`src/rtl/f2c_dma_sched_pkg.sv`:
```
// rtl/f2c_dma_sched_pkg.sv - shared types and helpers for the f2c DMA burst scheduler
package f2c_dma_sched_pkg;

  typedef enum logic {
    IDLE   = 1'b0,
    STREAM = 1'b1
  } sched_state_e;

  typedef logic [63:0] uint64_t;
  typedef logic [31:0] burst_count_t;

  // Width of a source index; a single source still gets one bit.
  function automatic int src_width(input int n);
    return (n <= 2) ? 1 : $clog2(n);
  endfunction

endpackage

```
`src/rtl/f2c_dma_sched_rr_arbiter.sv`:
```
// rtl/f2c_dma_sched_rr_arbiter.sv - combinational round-robin search starting at ptr
module f2c_dma_sched_rr_arbiter #(
  parameter int N = 2,
  parameter int W = 1
) (
  input  logic [N-1:0] req,
  input  logic [W-1:0] ptr,
  output logic         found,
  output logic [W-1:0] idx
);

  int          cand;
  logic [N-1:0] hit;

  always_comb begin
    found = 1'b0;
    idx   = '0;
    cand  = 0;
    hit   = '0;
    for (int k = 0; k < N; k++) begin
      cand = int'(ptr) + k;
      if (cand >= N) cand = cand - N;
      hit = (req >> cand) & N'(1);
      if (!found && (hit != '0)) begin
        found = 1'b1;
        idx   = W'(cand);
      end
    end
  end

endmodule

```
`src/rtl/f2c_dma_sched.sv`:
```
// rtl/f2c_dma_sched.sv - round-robin burst scheduler sharing the f2c DMA stream between sources
module f2c_dma_sched
  import f2c_dma_sched_pkg::*;
#(
  parameter int  NUM_SRC   = 2,
  parameter int  BURST_LEN = 16,
  localparam int SRC_W     = src_width(NUM_SRC)
) (
  input  logic                  pcieClk_in,
  input  logic                  pcieRstN_in,
  input  logic [NUM_SRC-1:0]    enMask_in,
  input  logic [NUM_SRC*64-1:0] srcData_in,
  input  logic [NUM_SRC-1:0]    srcValid_in,
  output logic [NUM_SRC-1:0]    srcReady_out,
  output logic                  srcReset_out,
  output logic [63:0]           f2cData_out,
  output logic                  f2cValid_out,
  input  logic                  f2cReady_in,
  input  logic                  f2cReset_in,
  output logic [SRC_W-1:0]      grant_out,
  output logic                  busy_out,
  output logic [31:0]           burstCount_out
);

  localparam int                BEAT_W    = $clog2(BURST_LEN);
  localparam logic [BEAT_W-1:0] LAST_BEAT = BEAT_W'(BURST_LEN - 1);
  localparam logic [SRC_W-1:0]  LAST_SRC  = SRC_W'(NUM_SRC - 1);

  sched_state_e       state, state_next;
  logic [SRC_W-1:0]   grant, rr_ptr, arb_idx;
  logic [BEAT_W-1:0]  beat_cnt;
  burst_count_t       burst_count;
  logic               src_reset;
  logic               arb_found;
  logic               beat_done, burst_end;
  logic               sel_valid;
  uint64_t            sel_data;
  logic [NUM_SRC-1:0] req;

  assign req = enMask_in & srcValid_in;

  f2c_dma_sched_rr_arbiter #(
    .N (NUM_SRC),
    .W (SRC_W)
  ) u_arb (
    .req   (req),
    .ptr   (rr_ptr),
    .found (arb_found),
    .idx   (arb_idx)
  );

  // Compare-based mux so an out-of-range grant can never select a missing lane.
  always_comb begin
    sel_valid = 1'b0;
    sel_data  = '0;
    for (int i = 0; i < NUM_SRC; i++) begin
      if (grant == SRC_W'(i)) begin
        sel_valid = srcValid_in[i];
        sel_data  = srcData_in[i*64 +: 64];
      end
    end
  end

  always_comb begin
    state_next   = state;
    f2cValid_out = 1'b0;
    f2cData_out  = '0;
    srcReady_out = '0;
    beat_done    = 1'b0;
    burst_end    = 1'b0;
    case (state)
      IDLE: begin
        if (arb_found) state_next = STREAM;
      end
      STREAM: begin
        f2cData_out = sel_data;
        if (!f2cReset_in) begin
          f2cValid_out = sel_valid;
          for (int i = 0; i < NUM_SRC; i++) begin
            srcReady_out[i] = f2cReady_in && (grant == SRC_W'(i));
          end
          beat_done = sel_valid && f2cReady_in;
          burst_end = beat_done && (beat_cnt == LAST_BEAT);
          if (burst_end) state_next = IDLE;
        end
      end
      default: state_next = IDLE;
    endcase
    if (f2cReset_in) state_next = IDLE;
  end

  always_ff @(posedge pcieClk_in or negedge pcieRstN_in) begin
    if (!pcieRstN_in) state <= IDLE;
    else              state <= state_next;
  end

  always_ff @(posedge pcieClk_in or negedge pcieRstN_in) begin
    if (!pcieRstN_in) begin
      grant       <= '0;
      rr_ptr      <= '0;
      beat_cnt    <= '0;
      burst_count <= '0;
      src_reset   <= 1'b0;
    end else begin
      src_reset <= f2cReset_in;
      if (f2cReset_in) begin
        grant       <= '0;
        rr_ptr      <= '0;
        beat_cnt    <= '0;
        burst_count <= '0;
      end else if (state == IDLE) begin
        if (arb_found) begin
          grant    <= arb_idx;
          beat_cnt <= '0;
        end
      end else if (beat_done) begin
        beat_cnt <= beat_cnt + BEAT_W'(1);
        if (burst_end) begin
          rr_ptr      <= (grant == LAST_SRC) ? '0 : grant + SRC_W'(1);
          burst_count <= burst_count + 32'd1;
        end
      end
    end
  end

  assign grant_out      = grant;
  assign busy_out       = (state == STREAM);
  assign burstCount_out = burst_count;
  assign srcReset_out   = src_reset;

endmodule

```
`config.mk`:
```
export PLATFORM = sky130hd
export DESIGN_NAME = f2c_dma_sched
export DESIGN_NICKNAME = d
export VERILOG_FILES = /design/src/rtl/f2c_dma_sched_pkg.sv /design/src/rtl/f2c_dma_sched_rr_arbiter.sv /design/src/rtl/f2c_dma_sched.sv
export SDC_FILE = /design/constraint.sdc
export NUM_CORES = 1
export LEC_CHECK = 0
export ABC_AREA = 1
export CAP_MARGIN = 25
export CORE_AREA = 5 5 104 106
export DETAILED_ROUTE_END_ITERATION = 8
export DIE_AREA = 0 0 109 111
export PLACE_DENSITY_LB_ADDON = 0.15
export SLEW_MARGIN = 25
export SYNTH_ARGS = -nofsm -noshare
export SYNTH_HDL_FRONTEND = slang
export SYNTH_HIERARCHICAL = 1
export SYNTH_SLANG_ARGS = --single-unit
```
`constraint.sdc`:
```
create_clock -name pcieClk_in -period 3.15 [get_ports pcieClk_in]
set_input_delay 0.945 -clock pcieClk_in [delete_from_list [all_inputs] [get_ports pcieClk_in]]
set_output_delay 0.945 -clock pcieClk_in [all_outputs]
set_load 0.01 [all_outputs]
```
Word-level counts from Yosys, hierarchy flattened
Index checks and enable logic that the tools add are counted.
Storage, ports and cells
  flip-flop bits (word level): 40
  word-level logic and storage cells: 73
  input port bits: 136
  output and inout port bits: 102
Cells by class
  bitwise logic cells: 3
  $add $sub $neg: 6
  shifts and indexed selects: 2
  multiplexer cells: 37
  reductions and logical operators: 14
  magnitude comparators: 2
  equality and inequality tests: 3
Operator list (count)
  $mux W32: 6
  $mux W64: 2
  $shr A2 B32 Y1: 2
  $add A32 B1 Y32 const B: 1
  $ge A32 B3 Y1 const B: 1
  $sub A32 B3 Y32 const B: 1
  $mux W1: 22
  $mux W4: 4
  $reduce_bool A2 Y1: 4
  $logic_and A1 B1 Y1: 5
  $add A4 B1 Y4 const B: 1
  $eq A4 B4 Y1 const B: 1
  $mux W2: 2
  $reduce_and A2 Y1: 2
  $ne A3 B2 Y1 const B: 1
  $reduce_and A3 Y1: 1
  $reduce_bool A3 Y1: 1
  $sub A1 B2 Y3 const B: 1
  $add A1 B1 Y2 const B: 1
  $and A2 B2 Y2: 1
  $ge A1 B2 Y1 const B: 1
  $ne A2 B2 Y1 const B: 1
  $not A1 Y1: 2
  $pmux W1 S2: 1
  other kinds (2): 2

Depth between registers and ports, before layout
  word-level depth: 10
  depth in mapped cells: 10
  gate-level depth less buffers: 10

By module
The synthesis kept the hierarchy.
By module, submodules not included
  f2c_dma_sched: cells an instance 574, sequential area each 1001.0 sq um, area an instance 3304.4 sq um, instances 1
  f2c_dma_sched_rr_arbiter: cells an instance 4, sequential area each 0.0 sq um, area an instance 18.8 sq um, instances 1

Worst setup path after synthesis
OpenSTA, ideal clock, no wires.
  path kind: in2out
  from: in f2cReset_in
  to: out f2cValid_out
  required time: 2205 ps
  path slack: 805 ps
  arrival: 1400 ps
  cell stages on the path: 4
  path buffers: 1
  cell sequence: inv_1 -> buf_4 -> nand2_1 -> nor2_1
On the way
  cells in the longest elaborated chain, start to end: 2
RTL lines
  start, declared: line f2c_dma_sched.sv:19  | input logic f2cReset_in,
  $mux W1: line f2c_dma_sched.sv:77  | if (!f2cReset_in) begin
  $mux W1: line f2c_dma_sched.sv:71  | case (state)
  end, declared: line f2c_dma_sched.sv:17  | output logic f2cValid_out,
Every way passes these cells.

Worst setup path in the final report
  from: in srcData_in[62]
  to: out f2cData_out[62]
On the way
  cells in the longest elaborated chain, start to end: 2
RTL lines
  start, declared: line f2c_dma_sched.sv:12  | input logic [NUM_SRC*64-1:0] srcData_in,
  $mux W64: line f2c_dma_sched.sv:57  | if (grant == SRC_W'(i)) begin
  $mux W64: line f2c_dma_sched.sv:71
  end, declared: line f2c_dma_sched.sv:16  | output logic [63:0] f2cData_out,
Every way passes these cells.

==> parameters.txt <==
Parameter                              Value

Synth
  Mapped cell area    around 0.0033 mm²
  Number of synthesized flops with an enable pin    0
  Async set or reset register ratio after synthesis    between 90% and 100%
  Number of instances in the synthesized netlist    around 580
  Synthesized Nets    716
  Mean Syn Cell Area    ~5.7 µm²
  Synthesis-stage register bit count    40
  Post-synthesis sequential area ratio    roughly 30%
  Number of library cell types mapped by synthesis    31
  Count of yosys warnings during synthesis    6
  Prevailing post-synth register cell    sky130_fd_sc_hd__dfrtp_1

Detailed routing
  Detail-routed net length per standard cell    between 15 and 20 µm
  Number of DRC violations after detailed-routing iteration 0    341
  Vias per inst    ~4.8
  Number of remaining DRC errors    0
  Detailed Route WL    15.15 mm
  Total number of vias    between 4000 and 5000
  Residual antenna-violating net count after detailed routing    0
  Length of the first detailed-routing pass in iterations    5

GRT
  Wire length of the first global-routing pass    ~24 mm
  Overall global routing resource usage    between 20% and 30%
  Remaining global-route overflow    0
  Via count of the first global-routing pass    ~4400
  Met3 capacity usage during global routing    around 7.4%
  Number of antenna violations at the first check in global routing    0
  Met1 GRT Util    between 20% and 30%
  Highest-utilization routing layer at the global route stage    met2
  GR met2 Demand/Resource    between 40% and 50%
  Pin count of the biggest net entering global routing    70

Worst setup path
  Startpoint Class    primary input
  Data arrival at the endpoint of the critical path    about 2.2 ns
  Required time of the critical path    about 2.2 ns
  Kind of capture point of the worst setup path    primary output
  Startpoint-to-endpoint class of the critical path    primary input to primary output
  Max Fanout on Critical Path    1

Floorplan
  Standard cell core area    approximately 0.0097 mm²
  Total number of placement rows    36
  DIE WIDTH    109 µm
  Die Span Y    111 µm
  Die Area    0.01210 mm²
  Initial core utilization    34.32%
  I/O pin count    238

Timing
  Worst-margin pin slew    0.6234 ns
  Final sum of negative setup slack    0 ns
  Total count of max-transition violations in the final report    0
  Worst rel slew slack    58.44%
  Final Hold Violating Endpoints    0
  RSZ-0062 raised after global routing    no
  Post-route fraction of the period consumed by the critical path    98.96%
  Post-layout minimum cycle time    3.117 ns
  Total of endpoints with negative setup slack in the final report    0
  Clock Skews    between 0.01 and 0.015 ns
  Maximum achievable frequency    ~320 MHz

Clock tree
  Clock latency on the worst-skew pair    ~0.3 ns
  CTS sink cnt    40
  Clock tree from TritonCTS    yes
  Worst-path clk slew    approximately 0.07 ns
  Depth of the CTS H-tree    2
  Clock Tree Root    sky130_fd_sc_hd__clkbuf_8
  CTS buffer count    5
  Max clock buf depth    2
  Buffers inserted by post-CTS timing repair    0
  Number of hold buffers added after CTS    0

Place
  Cell area after placement    roughly 0.006 mm²
  Routability congestion estimate    0.9631
  Detailed-placement wirelength estimate    around 12 mm
  I/O Buffers    237

Power
  Fraction of power spent switching nets    29.47%
  Static leakage power    2.713 nW
  Combinational share of power    36.1%
  Cell internal power dissipation    0.9603 mW
  Clock power share    between 20% and 30%
  Portion of total power attributed to sequential cells    approximately two fifths
  Peak supply drop    between 100 and 150 µV
  Total net switching power    approximately 0.4 mW
  Pwr Density    between 200 and 250 mW/mm²

Outcome
  Run status    complete, no violations

Finish
  Nets@finish    around 950
  Filler cells    slightly below 900
  Final antenna diode count    0
  Fraction of final layout cells sized beyond drive strength 1    ~4.6%
  Area of all placed cells without fillers    roughly 0.0060 mm²
  Layout overhead on the synthesized area    80.12%

Flow run
  Number of maximum-capacitance violations    0

Worst hold path
  Type of the tightest min-delay check    flip-flop to flip-flop
==> area by class of cell <==
type                            count  area (µm²)  share of cell area, %
Timing Repair Buffer              247        2514                  41.99
Sequential cell                    40        1002                  16.74
Clock inverter                      3       18.77                 0.3135
Multi-Input combinational cell    471        2058                  34.39
Tap cell                          133       166.4                  2.780
Clock buffer                        5       68.82                  1.150
Inverter                           42       157.7                  2.634
==> critical path, stage by stage <==
cell and delay (ns):
sky130_fd_sc_hd__clkdlybuf4s50_1 0.46, sky130_fd_sc_hd__o21ai_0 0.09, sky130_fd_sc_hd__nor2_1 0.10, sky130_fd_sc_hd__clkdlybuf4s50_1 0.57
==> power groups by stage <==
| stage | registers (mW) | clock network (mW) | logic (mW) |
|---|---|---|---|
| 2_1_floorplan | 0.535 | 0 | 0.150 |
| 3_3_place_gp | 0.533 | 0 | 0.494 |
| 3_5_place_dp | 0.533 | 0 | 0.500 |
| 4_1_cts | 0.523 | 0.352 | 0.499 |
| 5_1_grt | 0.523 | 0.377 | 0.534 |
| 6_report | 0.523 | 0.347 | 0.492 |
==> cell usage in the layout (no fill, tap or decap), drive strengths merged <==
cell,netlist,final
xor2,2,2
clkdlybuf4s50,0,215
clkinv,0,3
nand2,109,109
ha,2,2
and3,1,1
inv,42,42
or2,1,1
o21bai,1,1
o21ai,79,79
nor3,6,6
dfrtp,40,40
dlygate4sd2,0,5
nor2,224,224
nand3,24,24
nand3b,1,1
buf,6,11
dlymetal6s2s,0,16
a21oi,15,15
clkbuf,19,5
nand4,5,5
nor3b,1,1
==> routing by layer <==
| metal | wire length, µm | share of wire, % |
|---|---|---|
| met1 | 5705 | 38 |
| met2 | 7286 | 48 |
| met3 | 1495 | 9.9 |
| met4 | 659 | 4.4 |
| met5 | 0 | 0 |
==> cell usage after synthesis (2+ instances only) <==
cell type,number,area (µm²)
sky130_fd_sc_hd__nor2_1,218,818.3
sky130_fd_sc_hd__nand2_1,105,394.1
sky130_fd_sc_hd__o21ai_0,77,385.4
sky130_fd_sc_hd__dfrtp_1,40,1001
sky130_fd_sc_hd__inv_1,39,146.4
sky130_fd_sc_hd__nand3_1,22,110.1
sky130_fd_sc_hd__clkbuf_1,19,71.32
sky130_fd_sc_hd__a21oi_1,15,75.07
sky130_fd_sc_hd__nand4_1,5,31.28
sky130_fd_sc_hd__nor3_1,5,25.02
sky130_fd_sc_hd__nor2_2,4,25.02
sky130_fd_sc_hd__buf_2,3,15.01
sky130_fd_sc_hd__inv_2,3,11.26
sky130_fd_sc_hd__ha_1,2,25.02
sky130_fd_sc_hd__nand2_2,2,12.51
sky130_fd_sc_hd__nand2_4,2,22.52
sky130_fd_sc_hd__o21ai_1,2,10.01
sky130_fd_sc_hd__xor2_1,2,17.52
==> repair_timing <==
item / CTS / global route
setup endpoints to repair: 6 / 16
resized for setup: 6 / 16
pin swaps: 1 / 0
==> worst paths after layout <==
| kind | slack, ns | cells past startpoint | end | startpoint |
|---|---|---|---|---|
| hold / removal | 0.46 | 1 | beat_cnt[3]$_DFFE_PN0P_ | beat_cnt[3]$_DFFE_PN0P_ |
| max in group asynchronous | 1.82 | 2 | burstCount_out[24]$_DFFE_PN0P_ | pcieRstN_in |
| setup / recovery | 0.03 | 4 | f2cData_out[62] | srcData_in[62] |
| min in group asynchronous | 0.65 | 1 | burstCount_out[8]$_DFFE_PN0P_ | pcieRstN_in |
| hold reg to reg | 0.46 | 1 | beat_cnt[3]$_DFFE_PN0P_ | beat_cnt[3]$_DFFE_PN0P_ |
| setup reg to reg | 1.24 | 9 | burstCount_out[11]$_DFFE_PN0P_ | grant_out$_DFFE_PN0P_ |
==> metrics by stage <==
| stage | std cells | utilization (%) | setup slack [ns] | hold WS [ns] | power [mW] |
|---|---|---|---|---|---|
| final | 941 | 61.81 | 0.03278 | 0.4643 | 1.362 |
| after detailed placement | 933 | 60.53 | -0.1859 | 0.4607 | 1.033 |
| after global placement | 933 | 60.53 | -0.1853 | 0.4512 | 1.026 |
| after global routing | 941 | 61.81 | 0.001842 | 0.4852 | 1.435 |
| after floorplan | 578 | - | 0.8047 | 0.4330 | 0.6842 |
| after CTS | 941 | 61.40 | 0.002463 | 0.4690 | 1.374 |
==> logic make-up after synthesis <==
group | count (synthesis) | share of synthesized area, %
AOI/OAI and AO/OA | 95 | 14.38
xor gates and xnor gates | 2 | 0.5272
adders and majority gates | 2 | 0.7529
buffers and inverters | 67 | 8.019
DFF | 40 | 30.12
and+or+nand+nor | 372 | 46.20
==> state kept, by name, indices dropped and copies added (netlist names) <==
name / flops
busy_out: 1
rr_ptr: 1
grant_out: 1
beat_cnt: 4
burstCount_out: 32
srcReset_out: 1
No activity file was read; power rests on OpenSTA's default activity.
==> RTL change 1: new RTL, same flow settings <==
The parameter `BURST_LEN` goes from 16 to 32.
--- a/src/rtl/f2c_dma_sched.sv
+++ b/src/rtl/f2c_dma_sched.sv
@@ -4,5 +4,5 @@
 #(
   parameter int  NUM_SRC   = 2,
-  parameter int  BURST_LEN = 16,
+  parameter int  BURST_LEN = 32,
   localparam int SRC_W     = src_width(NUM_SRC)
 ) (
Check against the original RTL: same outputs for any inputs over 10 cycles, from zero or initial values and one cycle with pcieRstN_in low; that may be too few to reach the edited logic, so the function may still have changed.
==> RTL change 1 against the unedited design <==
  * Non-clock buffer count is 4 higher
  * Synthesized cell count is 1.7% higher
  * Cell area is 3.1% higher
  * Critical endpoint is now f2cData_out[2]
  * Highest routed layer unchanged
  * Sequential cell count is 1 higher
  * Hold slack better by 0.032 ns
  * Sequential share of layout area is 0.097 points lower
  * Critical path depth stayed put
  * Wire length is 2.7% higher
  * Setup slack worse by 0.0048 ns
  * Synthesized area is 3.8% higher
  * Total power is 12% higher
  * Combinational power hardly changed
==> RTL change 1: results (changes against the unedited design) <==
* Outcome: finished, final reports clean
* GR Layer Usage met2 at 43.08% (+1.8 points)
* Nets at 959 (+1.5%)
* Port Buffers at 237 (unchanged)
* H-tree depth at 2 (unchanged)
* R2r worst-path depth at 10 (+1)
* Post-Place Cells at 945 (+1.3%)
* Synth Instances at 588 (+1.7%)
* Worst hold slack at 0.4963 ns (+0.03204 ns)
* CP max-delay cell: clkdlybuf4s50_1
* Via count at 4627 (+1.4%)
* Max clock buf depth at 2 (unchanged)
* Met2 WL at 7619 um (+4.6%)
* First-pass GRT wire length at 23850 um (-0.38%)
* Hold depth at 1 (unchanged)
* Number of global-route vias before repair at 4506 (+1.5%)
* Routed wl met3 at 1135 um (-24%)
* Met1 GRT Util at 31.07% (+2.2 points)
* R2R Setup Slk at 1.12 ns (-0.12 ns)
* Largest net degree at the start of global routing at 69 (-1.4%)
* Seq/Total Area, Yosys at 29.75% (-0.37 points)
* HPWL after DPL at 12570 um (+4.0%)
* Synth top area cells: dfrtp_1 (30%), nor2_1 (22%), nand2_1 (11%), o21ai_0 (10%), inv_1 (5.4%)
* Initial antenna violation count at 0 (unchanged)
* Clock Latency Late Sink at 0.29 ns
* Commonest cells post-synth: nor2_1 (204), nand2_1 (101), o21ai_0 (71)
* Leakage power at 2.903 nW (+7.0%)
* Num CTS Buffers at 5 (unchanged)
* Primary FF master, synth: dfrtp_1
* Vias per Instance at 4.850 (about the same)
* GP Congestion at 0.8794 (-8.7%)
* Worst R2R End: burstCount_out[21]
* All-Layer GR Usage at 24.66% (about the same)
* Ratio of cells with drive above 1 in the final layout at 5.725% (+1.1 points)
* Mapped Nets at 727 (+1.5%)
* Final clock skew at 0.009928 ns (-0.003681 ns)
* DP Worst Slack at -0.1635 ns (+0.02242 ns)
* Routed WL at 15560 um (+2.7%)
* Period utilisation layout at 99.11% (+0.15 points)
* VDD IR-drop max at 0.3068 mV (+110%)
* DRT iter0 DRCs at 318 (-6.7%)
* Wire length on met1 at 6545 um (+15%)
* Switching share of total power at 25.72% (-3.8 points)
* Post-synthesis cell type count at 32 (+3.2%)
* Least-Margin Pin Slew at 0.5820 ns (-0.04139 ns)
* Most used routing layer: met2
* GRT met3 Usage at 5.125% (-2.3 points)
* Area after DPL at 5982 sq um (+2.0%)
* TritonRoute pass-1 iters at 4 (-1)
## RTL change 1: critical path, delay by kind of cell
| family | cells | cell delay (ns) |
|---|---|---|
| buffers and inverters | 2 | 1.07 |
| and+or+nand+nor | 2 | 0.16 |
## RTL change 1: cells by family after synthesis
family          Yosys count  share of synthesized area [%]
flops                    41                          29.75
fa+ha+maj                 3                          1.089
compound gates           98                          14.88
buf+inv                  80                          9.470
simple gates            366                          44.81
## RTL change 1: cell type report
cell class | count | area [sq um]
Inverter | 54 | 202.7
Multi-Input combinational cell | 467 | 2096
Clock inverter | 3 | 65.06
Tap cell | 133 | 166.4
Fill cell | 887 | 3513
Clock buffer | 5 | 68.82
Timing Repair Buffer | 251 | 2545
Sequential cell | 41 | 1027
## RTL change 1: how the worst max path moves through the flow
stage / from / endpoint
floorplan: f2cReset_in / srcReady_out[0]
global placement: srcData_in[43] / f2cData_out[43]
detailed placement: f2cReset_in / srcReady_out[1]
CTS: srcData_in[64] / f2cData_out[0]
global route: srcData_in[30] / f2cData_out[30]
finish: srcData_in[66] / f2cData_out[2]
## RTL change 1: timing repair
item                                   4_1_cts  5_1_grt
endpoints found under the hold margin        0        0
setup endpoints to repair                   11       16
gates resized for setup                     11       16
## RTL change 1: power groups by stage
| stage | registers (mW) | clock network (mW) | logic (mW) |
|---|---|---|---|
| 5_1_grt | 0.532 | 0.536 | 0.534 |
| 2_1_floorplan | 0.543 | 0 | 0.150 |
| 4_1_cts | 0.532 | 0.509 | 0.495 |
| 3_3_place_gp | 0.542 | 0 | 0.492 |
| 3_5_place_dp | 0.542 | 0 | 0.498 |
| 6_report | 0.532 | 0.498 | 0.493 |
==> RTL change 2: new RTL, config.mk and constraints unchanged <==
Made on the original files. Reset style: synchronous (`pcieRstN_in`), changed in 2 clocked blocks.
--- a/src/rtl/f2c_dma_sched.sv
+++ b/src/rtl/f2c_dma_sched.sv
@@ -90,10 +90,10 @@
   end
 
-  always_ff @(posedge pcieClk_in or negedge pcieRstN_in) begin
+  always_ff @(posedge pcieClk_in) begin
     if (!pcieRstN_in) state <= IDLE;
     else              state <= state_next;
   end
 
-  always_ff @(posedge pcieClk_in or negedge pcieRstN_in) begin
+  always_ff @(posedge pcieClk_in) begin
     if (!pcieRstN_in) begin
       grant       <= '0;
Function: differs if pcieRstN_in is asserted again (counterexample within 4 cycles, from zero or initial values and one cycle with pcieRstN_in low); with pcieRstN_in held inactive, the same outputs for 4 cycles.
==> RTL change 2 against the unedited design <==
  * Setup slack better by 0.0011 ns
  * Sequential power is 3% lower
  * Register-to-register slack lost 0.05 ns
  * Wire length is 2.2% lower
  * Total power is 11% lower
  * Via count fell by 3.1%
  * Utilization shrank 1.7 points
  * Synthesized area is 6.7% lower
  * Sequential cell count unchanged
  * Cell area shrank 2.8%
  * Critical path type unchanged
  * Critical endpoint is now f2cData_out[7]
==> RTL change 2: results (changes against the unedited design) <==
* Final clock skew at 0.009419 ns (-0.004190 ns)
* DP Worst Slack at -0.1799 ns (+0.006063 ns)
* Switching share of total power at 26.98% (-2.5 points)
* R2r worst-path depth at 10 (+1)
* Synth top area cells: nand2_1 (28%), dfxtp_1 (26%), a21oi_1 (13%), nor2_1 (7.9%), inv_1 (4.8%)
* Buffering overhead at 44.21% (+2.2 points)
* All-Layer GR Usage at 23.23% (-1.5 points)
* Share of cell area taken by multi-input logic gates at 34.87% (+0.49 points)
* Fill cell count at 910 (+2.4%)
* Combinational Power Share at 30.4% (-5.7 points)
* Clk power at 0.333 mW (-4%)
* Synth area leader: nand2_1
* Mapped Area at 3102 sq um (-6.7%)
* Buffers excl. clock at 249 (+0.81%)
* Post-Place Cells at 920 (-1.4%)
* VDD IR-drop max at 0.2055 mV (+39%)
* Commonest cells post-synth: nand2_1 (231), a21oi_1 (83), nor2_1 (65)
* Vias per Instance at 4.770 (-1.6%)
* DRT iter0 DRCs at 327 (-4.1%)
* Nets at 932 (-1.4%)
* Primary FF master, synth: dfxtp_1
* Inverters at 44 (+4.8%)
* CP Launch Point: srcData_in[71]
* Number of global-route vias before repair at 4172 (-6.0%)
* Post-Synth XOR/XNOR Area at 1.694% (+1.2 points)
* Outcome: finished, final reports clean
* Met2 WL at 7337 um (+0.70%)
* Relative max-transition margin at 67.60% (+9.2 points)
* Wire length on met1 at 5877 um (+3.0%)
* Via count at 4422 (-3.1%)
* Area share of fa/ha/maj cells after synthesis at 0.8068% (+0.054 points)
* Mapped Nets at 703 (-1.8%)
* Leakage power at 2.952 nW (+8.8%)
* Hold depth at 2 (+1)
* Ratio of cells with drive above 1 in the final layout at 5.164% (+0.58 points)
* Largest net degree at the start of global routing at 55 (-21%)
* R2R Setup Slk at 1.19 ns (-0.05 ns)
* Worst setup endpoint: f2cData_out[7]
-- RTL change 2: metrics by stage --
step | util, % | instance area, sq um
final | 60.09 | 5819
after global routing | 60.09 | 5819
after CTS | 58.98 | 5712
after detailed placement | 58.22 | 5638
after global placement | 58.22 | 5638
after floorplan | - | 3102
-- RTL change 2: worst min path at each step --
stage | from | end | slack [ns]
floorplan | beat_cnt[1] | beat_cnt[1] | 0.46
global placement | beat_cnt[1] | beat_cnt[1] | 0.47
detailed placement | beat_cnt[1] | beat_cnt[1] | 0.49
CTS | beat_cnt[1] | beat_cnt[1] | 0.50
global route | beat_cnt[1] | beat_cnt[1] | 0.55
finish | beat_cnt[1] | beat_cnt[1] | 0.50
-- RTL change 2: per-layer routing --
| layer | track usage, % | vias to the layer above |
|---|---|---|
| li1 | - | 2235 |
| met1 | 27.42 | 1990 |
| met2 | 41.28 | 172 |
| met3 | 5.475 | 25 |
| met4 | 6.229 | 0 |
| met5 | 0 | - |
